### config.mk
export PLATFORM = sky130hd
export DESIGN_NAME = hit_resolver
export DESIGN_NICKNAME = d
export VERILOG_FILES = /design/src/rtl/game_pkg.sv /design/src/rtl/box_overlap.sv /design/src/rtl/hit_resolver.sv
export SDC_FILE = /design/constraint.sdc
export NUM_CORES = 1
export LEC_CHECK = 0
export CAP_MARGIN = 20
export CORE_MARGIN = 1.5
export CORE_UTILIZATION = 35
export DETAILED_ROUTE_END_ITERATION = 8
export DONT_BUFFER_PORTS = 1
export HOLD_SLACK_MARGIN = 0.12
export PLACE_DENSITY = 0.55
export SKIP_CTS_REPAIR_TIMING = 1
export SLEW_MARGIN = 20
export SYNTH_ARGS = -nofsm -noshare
export SYNTH_HDL_FRONTEND = slang
export SYNTH_SLANG_ARGS = --single-unit
### constraint.sdc
create_clock -name clk -period 1.7 [get_ports clk]
set_input_delay 0.17 -clock clk [delete_from_list [all_inputs] [get_ports clk]]
set_output_delay 0.17 -clock clk [all_outputs]
set_load 0.01 [all_outputs]
### src/rtl/game_pkg.sv
// Shared game constants and types for the hit resolution logic.
package game_pkg;

    localparam int unsigned COORD_W           = 10;
    localparam int unsigned STUN_W            = 5;
    localparam int unsigned STUN_MAX          = 31;
    localparam int unsigned HITSTUN_DEFAULT   = 20;
    localparam int unsigned BLOCKSTUN_DEFAULT = 12;

    // Per-attacker hitbox lifecycle: one registered hit per active window.
    typedef enum logic [1:0] {
        StIdle  = 2'd0,
        StArmed = 2'd1,
        StSpent = 2'd2
    } atk_state_e;

    // True when a stun length is loadable into the stun counter.
    function automatic bit stun_fits(input int unsigned frames);
        return (frames >= 1) && (frames <= STUN_MAX);
    endfunction

endpackage

### src/rtl/box_overlap.sv
// Combinational axis-aligned box overlap; touching edges do not count.
module box_overlap
    import game_pkg::*;
(
    input  logic [COORD_W-1:0] i_a_x1,
    input  logic [COORD_W-1:0] i_a_x2,
    input  logic [COORD_W-1:0] i_a_y1,
    input  logic [COORD_W-1:0] i_a_y2,
    input  logic [COORD_W-1:0] i_b_x1,
    input  logic [COORD_W-1:0] i_b_x2,
    input  logic [COORD_W-1:0] i_b_y1,
    input  logic [COORD_W-1:0] i_b_y2,
    output logic               o_overlap
);

    // Strict compares on both axes so shared edges are not overlap.
    always_comb begin
        o_overlap = (i_a_x1 < i_b_x2) && (i_b_x1 < i_a_x2) &&
                    (i_a_y1 < i_b_y2) && (i_b_y1 < i_a_y2);
    end

endmodule

### src/rtl/hit_resolver.sv
// Two-player hit resolution: contact detection, once-per-window hit
// registration, block decision and stun countdown, evaluated on frame_tick.
module hit_resolver
    import game_pkg::*;
#(
    parameter int unsigned HITSTUN_FRAMES   = HITSTUN_DEFAULT,
    parameter int unsigned BLOCKSTUN_FRAMES = BLOCKSTUN_DEFAULT
) (
    input  logic               clk,
    input  logic               rst_n,
    input  logic               frame_tick,
    input  logic [COORD_W-1:0] p1_hit_x1,
    input  logic [COORD_W-1:0] p1_hit_x2,
    input  logic [COORD_W-1:0] p1_hit_y1,
    input  logic [COORD_W-1:0] p1_hit_y2,
    input  logic               p1_hit_active,
    input  logic [COORD_W-1:0] p1_hurt_x1,
    input  logic [COORD_W-1:0] p1_hurt_x2,
    input  logic [COORD_W-1:0] p1_hurt_y1,
    input  logic [COORD_W-1:0] p1_hurt_y2,
    input  logic               p1_hurt_active,
    input  logic               p1_block_req,
    input  logic [COORD_W-1:0] p2_hit_x1,
    input  logic [COORD_W-1:0] p2_hit_x2,
    input  logic [COORD_W-1:0] p2_hit_y1,
    input  logic [COORD_W-1:0] p2_hit_y2,
    input  logic               p2_hit_active,
    input  logic [COORD_W-1:0] p2_hurt_x1,
    input  logic [COORD_W-1:0] p2_hurt_x2,
    input  logic [COORD_W-1:0] p2_hurt_y1,
    input  logic [COORD_W-1:0] p2_hurt_y2,
    input  logic               p2_hurt_active,
    input  logic               p2_block_req,
    output logic               p1_got_hit,
    output logic               p1_got_block,
    output logic [STUN_W-1:0]  p1_stun_cnt,
    output logic               p1_in_hitstun,
    output logic               p2_got_hit,
    output logic               p2_got_block,
    output logic [STUN_W-1:0]  p2_stun_cnt,
    output logic               p2_in_hitstun
);

    if (!stun_fits(HITSTUN_FRAMES)) begin : g_bad_hitstun
        $error("HITSTUN_FRAMES must be in 1..31");
    end
    if (!stun_fits(BLOCKSTUN_FRAMES)) begin : g_bad_blockstun
        $error("BLOCKSTUN_FRAMES must be in 1..31");
    end

    localparam logic [STUN_W-1:0] HIT_LOAD   = STUN_W'(HITSTUN_FRAMES);
    localparam logic [STUN_W-1:0] BLOCK_LOAD = STUN_W'(BLOCKSTUN_FRAMES);

    // Index 0 is player 1, index 1 is player 2 throughout.
    logic [1:0] w_overlap;     // [a]: attacker a's hitbox overlaps the other's hurtbox
    logic [1:0] w_contact;
    logic [1:0] w_hit_active;
    logic [1:0] w_reg_hit;     // [a]: attacker a registers a hit this tick
    logic [1:0] w_new_hit;     // [v]: victim v takes a hit this tick
    logic [1:0] w_block_req;
    logic [1:0] w_blocked;
    logic [1:0] w_got_hit_next;
    logic [1:0] w_got_block_next;
    logic [1:0] w_hitstun_next;
    logic [1:0] w_eval_ok;
    logic       w_eval;

    logic [1:0]        r_rst_sync;
    atk_state_e        r_state [2];
    atk_state_e        w_state_next [2];
    logic [STUN_W-1:0] r_cnt [2];
    logic [STUN_W-1:0] w_cnt_next [2];
    logic [1:0]        r_in_hitstun;
    logic [1:0]        r_got_hit;
    logic [1:0]        r_got_block;

    box_overlap u_ovl_p1_p2 (
        .i_a_x1    (p1_hit_x1),
        .i_a_x2    (p1_hit_x2),
        .i_a_y1    (p1_hit_y1),
        .i_a_y2    (p1_hit_y2),
        .i_b_x1    (p2_hurt_x1),
        .i_b_x2    (p2_hurt_x2),
        .i_b_y1    (p2_hurt_y1),
        .i_b_y2    (p2_hurt_y2),
        .o_overlap (w_overlap[0])
    );

    box_overlap u_ovl_p2_p1 (
        .i_a_x1    (p2_hit_x1),
        .i_a_x2    (p2_hit_x2),
        .i_a_y1    (p2_hit_y1),
        .i_a_y2    (p2_hit_y2),
        .i_b_x1    (p1_hurt_x1),
        .i_b_x2    (p1_hurt_x2),
        .i_b_y1    (p1_hurt_y1),
        .i_b_y2    (p1_hurt_y2),
        .o_overlap (w_overlap[1])
    );

    assign w_hit_active = {p2_hit_active, p1_hit_active};
    assign w_block_req  = {p2_block_req, p1_block_req};
    assign w_contact[0] = p1_hit_active & p2_hurt_active & w_overlap[0];
    assign w_contact[1] = p2_hit_active & p1_hurt_active & w_overlap[1];
    assign w_new_hit    = {w_reg_hit[0], w_reg_hit[1]};

    // Reset asserts immediately but releases two clocks later, so no tick is
    // evaluated until the synchroniser has filled.
    always_ff @(posedge clk or negedge rst_n) begin
        if (!rst_n) r_rst_sync <= 2'b00;
        else        r_rst_sync <= {r_rst_sync[0], 1'b1};
    end

    assign w_eval_ok = r_rst_sync;
    assign w_eval    = frame_tick & w_eval_ok[1];

    // Attacker FSM next state; a hit registers only on entry to StSpent.
    always_comb begin
        w_reg_hit = 2'b00;
        for (int a = 0; a < 2; a++) begin
            w_state_next[a] = r_state[a];
            if (w_eval) begin
                unique case (r_state[a])
                    StIdle: begin
                        if (w_contact[a]) begin
                            w_state_next[a] = StSpent;
                            w_reg_hit[a]    = 1'b1;
                        end else if (w_hit_active[a]) begin
                            w_state_next[a] = StArmed;
                        end
                    end
                    StArmed: begin
                        if (w_contact[a]) begin
                            w_state_next[a] = StSpent;
                            w_reg_hit[a]    = 1'b1;
                        end else if (!w_hit_active[a]) begin
                            w_state_next[a] = StIdle;
                        end
                    end
                    StSpent: begin
                        if (!w_hit_active[a]) w_state_next[a] = StIdle;
                    end
                    default: w_state_next[a] = StIdle;
                endcase
            end
        end
    end

    // Victim stun: a new hit reloads (no accumulation); otherwise count down.
    always_comb begin
        w_blocked        = 2'b00;
        w_got_hit_next   = 2'b00;
        w_got_block_next = 2'b00;
        w_hitstun_next   = r_in_hitstun;
        for (int v = 0; v < 2; v++) begin
            w_cnt_next[v] = r_cnt[v];
            w_blocked[v]  = w_block_req[v] & ~r_in_hitstun[v];
            if (w_new_hit[v]) begin
                if (w_blocked[v]) begin
                    w_got_block_next[v] = 1'b1;
                    w_cnt_next[v]       = BLOCK_LOAD;
                    w_hitstun_next[v]   = 1'b0;
                end else begin
                    w_got_hit_next[v]   = 1'b1;
                    w_cnt_next[v]       = HIT_LOAD;
                    w_hitstun_next[v]   = 1'b1;
                end
            end else if (w_eval && (r_cnt[v] != '0)) begin
                w_cnt_next[v] = r_cnt[v] - 1'b1;
            end
            if (w_cnt_next[v] == '0) w_hitstun_next[v] = 1'b0;
        end
    end

    // State registers; reset clears everything asynchronously.
    always_ff @(posedge clk or negedge rst_n) begin
        if (!rst_n) begin
            for (int i = 0; i < 2; i++) begin
                r_state[i] <= StIdle;
                r_cnt[i]   <= '0;
            end
            r_in_hitstun <= 2'b00;
            r_got_hit    <= 2'b00;
            r_got_block  <= 2'b00;
        end else begin
            for (int i = 0; i < 2; i++) begin
                r_state[i] <= w_state_next[i];
                r_cnt[i]   <= w_cnt_next[i];
            end
            r_in_hitstun <= w_hitstun_next;
            r_got_hit    <= w_got_hit_next;
            r_got_block  <= w_got_block_next;
        end
    end

    assign p1_got_hit    = r_got_hit[0];
    assign p1_got_block  = r_got_block[0];
    assign p1_stun_cnt   = r_cnt[0];
    assign p1_in_hitstun = r_in_hitstun[0];
    assign p2_got_hit    = r_got_hit[1];
    assign p2_got_block  = r_got_block[1];
    assign p2_stun_cnt   = r_cnt[1];
    assign p2_in_hitstun = r_in_hitstun[1];

endmodule
# Word-level counts from Yosys, hierarchy flattened
# Cells that the tools add are included.
# W data, S select, Z words.
# totals
ff_bits	22
inputBits	169
word_cells	88
# classes
add_sub_neg	2
n_lt_le_gt_ge	8
eq_ne	6
muxes	34
bitwise	9
reduce_logical	20
# ops
operator	count
$lt A10 B10 Y1	8
$mux W5	6
$mux W1	18
$mux W2	8
$pmux W2 S3	2
$logic_not A5 Y1	2
$reduce_bool A5 Y1	2
$sub A5 B1 Y5 const B	2
$logic_and A1 B1 Y1	8
$and A1 B1 Y1	7
$ne A3 B3 Y1 const B	2
$eq A2 B1 Y1 const B	2
$eq A2 B2 Y1 const B	2
$logic_not A2 Y1	2
$reduce_and A2 Y1	2
$reduce_bool A2 Y1	2
$reduce_or A2 Y1	2
$not A1 Y1	2

# Depth between registers and ports, before layout
# depth
ltp_word	11
ltp_mapped	9
depth_no_buf	9

# By module
# Synthesis repeated with hierarchy kept, for this count alone.
# hier_totals
cells_unflattened	350
hier_area_um2	2927.8
# by_module_without_submodules
module	n_inst	cells_per_inst	area_per_inst_um2	seq_area_each_um2
hit_resolver	1	106	1132.3	550.5
box_overlap at u_ovl_p2_p1	1	124	904.6	0.0
box_overlap at u_ovl_p1_p2	1	120	890.9	0.0

# Worst setup path after synthesis
# OpenSTA, ideal clock, no wires.
# synth_timing
path_kind	input to register
start	input port p2_hurt_y2[9]
end	register r_cnt (netlist bit p2_stun_cnt[4])
setup_ps	127
arrival_ps	2106
t_required_ps	1573
slack_ps	-533
path_stages	9
cell_sequence	inv_1 ha_1 a222oi_1 o21ai_1 or3_1 a311o_1 a2111oi_4 nand3b_4 mux2i_1
# synth_rtl
element	line	text
start: declaration	hit_resolver.sv:31	input logic [COORD_W-1:0] p2_hurt_y2,
end signal: indexed assignment	hit_resolver.sv:188	r_cnt[i] <= w_cnt_next[i];
end: declaration	hit_resolver.sv:71	logic [STUN_W-1:0] r_cnt [2];

==> results.toml <==
[run_status]
outcome = "finished with violations"
violations = "setup timing"

[finish]
multiInputGateArea_sq_um = 2300
final_nets = 654
layout_commonest_cell = "inv_1"
layout-drive-gt1-share_pct = 22.2
n_fill_cell = 807
insertedDiodeCount = 0
seqCellArea_sq_um = 551
final_util_pct = 45.8
most-common-layout-cells = "inv_1 (71), ha_1 (65), buf_4 (39), dfrtp_1 (22), nand2_1 (20)"
syn_to_final_growth_pct = 28.0

[timing]
report.final.slew_viol_count = 0
fmax_mhz = 515
tns_ps = -1720
skew_ps = 2.13
setup_viol = 11
fin_ws_ps = -242
fin_crit_ps = 1940
post-route-period-util_pct = 114
rsz0062_at_grt = "true"
hold_viol = 0

[synth]
synth_area_leader_cell = "ha_1"
synth_area_per_cell_sq_um = 8.07
netlist_top_cells_area = "ha_1 (32%), dfrtp_1 (19%), inv_1 (10%), a21oi_1 (3.6%), a21o_1 (3.1%)"
netlist_area_sq_um = 2910
synth_edf_count = 0
synth_top_area_share_pct = 31.8
synth_flop_cell = "dfrtp_1"
yosysWarningCount = 0
synthArstFlopShare_pct = 100
syn_nets = 604
synth-seq-cells = 22
netlist_instances = 361
ys_types = 44
ys_seq_area_share_pct = 18.9

[worst_setup_path]
worstSetupEndpointType = "flop"
critPathTopFamily = "compound AO/OA/AOI/OAI gates"
crit_chain = "ha_4 -> a222oi_1 -> o21ai_1 -> or3_1 -> a311o_1 -> a2111oi_4 -> buf_6 -> nand3b_4 -> mux2i_1"
slowest_stage = "a311o_1"
critical_path_buf_inv_count = 1
worstSetupPathType = "in -> reg"
cp_max_fo = 6
critPathRequiredTime_ps = 1840
start_kind = "input port"
crit_arrival_ps = 2080
max_stage_delay_ps = 320

[global_routing]
grt_pass1_vias = 2657
grt_pass1_wl_mm = 11.1
gr-total-overflow = 0
antenna_found_initial = 0
grt_start_max_net_pins = 23
grt.total_usage_pct = 15.5

[place]
place_congestion = 0.766
dpl.hpwl_mm = 6.51
io_buffers = 0

[clock_tree]
cts_buffers = 3
clk_latency_ps = 260
cts_tree = "done"
cts.sinks = 22
cts.htree.levels = 1
clock_path_buffers = 2
root_buffer = "clkbuf_8"
clkTransAtPathRegs_ps = 80

[floorplan]
chipWidth_um = 94.2
rows = 33
start_util_pct = 35.8
dieArea_sq_um = 8880
ios = 185
die_y_um = 94.2
core-area_sq_um = 8130

[route]
drc = 0
routed_wl_mm = 7.49
wl_per_cell_um = 14.5
antenna_left = 0
vias = 2690
drt-initial-drc-count = 43
dr.pass1.iters = 4
viasPerCell = 5.22

[run]
drv_cap = 0

[power_and_ir_drop]
p_leak_nw = 2.02
power_density_nw_per_um2 = 690
irDropWorstVdd_v = 0.000487

[min_path]
hold_class = "in -> reg"
[flip-flops by register name, indices dropped and copies added, names as in the netlist]
| name | flops |
|---|---|
| r_in_hitstun | 2 |
| r_got_block | 2 |
| r_got_hit | 2 |
| p2_stun_cnt | 5 |
| r_rst_sync | 2 |
| p1_stun_cnt | 5 |
| r_state | 4 |
[final timing paths]
kind                                          startpoint                          end  slack [ps]  depth (start not counted)
worst max-delay path                        p1_hit_y1[9]     p2_stun_cnt[4]$_DFF_PN0_        -240                          9
worst min-delay path                        p2_block_req       r_got_hit[1]$_DFF_PN0_         160                          2
worst max register to register  p1_stun_cnt[1]$_DFF_PN0_  r_in_hitstun[0]$_DFFE_PN0P_         100                          8
worst min register to register   r_rst_sync[0]$_DFF_PN0_      r_rst_sync[1]$_DFF_PN0_         360                          0
max in group asynchronous                          rst_n     p2_stun_cnt[0]$_DFF_PN0_        1230                          2
min in group asynchronous                          rst_n       r_got_hit[1]$_DFF_PN0_         320                          2
[worst reg2reg max path, delay by kind of cell (launching register included)]
family	cells	cell delay, ps
AOI/OAI and AO/OA	4	710
DFF	1	420
adders and majority gates	1	140
and+or+nand+nor	2	140
buffers and inverters	1	80
[layout make-up]
type                    instances  area share (%)
inverters                      79            8.22
clock buffers                   4            1.48
multi-input cells             258            61.7
well taps                     105            3.52
repair buffers                 47            10.3
flip-flops and latches         22            14.8
[cell families after synthesis]
kind of cell               Yosys count  synth area share [%]
xor gates and xnor gates             6                  1.80
buffers and inverters               81                  10.4
DFF                                 22                  18.9
muxes                                2                 0.687
adders and majority gates           74                  31.8
and+or+nand+nor                     99                  18.3
AOI/OAI and AO/OA                   76                  17.9
other                                1                 0.129
[power by group]
part / leakage [nW] / internal (W) / switching (W)
registers: 0.282 / 0.000653 / 0.000144
logic: 1.71 / 0.000726 / 0.000676
clock network: 0.0288 / 0.000207 / 0.000170
total: 2.02 / 0.00159 / 0.000989
[per-layer routing]
| layer | vias up | global-route usage (%) | part of all wire [%] |
|---|---|---|---|
| met5 | - | 0 | 0 |
| met4 | 0 | 2.61 | 1.0 |
| met3 | 11 | 4.13 | 8.0 |
| met2 | 121 | 31.5 | 52 |
| met1 | 1210 | 15.6 | 39 |
| li1 | 1348 | - | - |
[cell usage after synthesis, types with 2 or more instances]
master      n
inv_1      79
ha_1       74
nand2_1    24
dfrtp_1    22
a21oi_1    21
nor2_1     16
o21ai_0    13
a21o_1     12
nand2b_1   11
nand3_1    11
nand4_1    10
and3_1      5
nor3_1      5
nor2b_1     4
xor2_1      4
a211oi_1    3
nand4b_1    3
o22ai_1     3
or3_1       3
a2111oi_0   2
a221o_1     2
a222oi_1    2
and2_1      2
clkbuf_1    2
mux2i_1     2
nor4b_1     2
o2111ai_1   2
o211ai_1    2
o21a_1      2
o21bai_1    2
o2bb2ai_1   2
xnor2_1     2
[stage by stage]
step / cells / power [W] / hold slack (ps) / setup WS [ps] / area, sq um
after global routing: 515 / 0.00280 / 148 / -378 / 3730
after floorplan: 361 / 0.00156 / -126 / -434 / 3020
after CTS: 500 / 0.00240 / -417 / -240 / 3440
after detailed placement: 496 / 0.00201 / -125 / -520 / 3380
after global placement: 496 / 0.00197 / -125 / -488 / 3380
final: 515 / 0.00257 / 158 / -242 / 3730
Power figures use the tool's default switching activity.
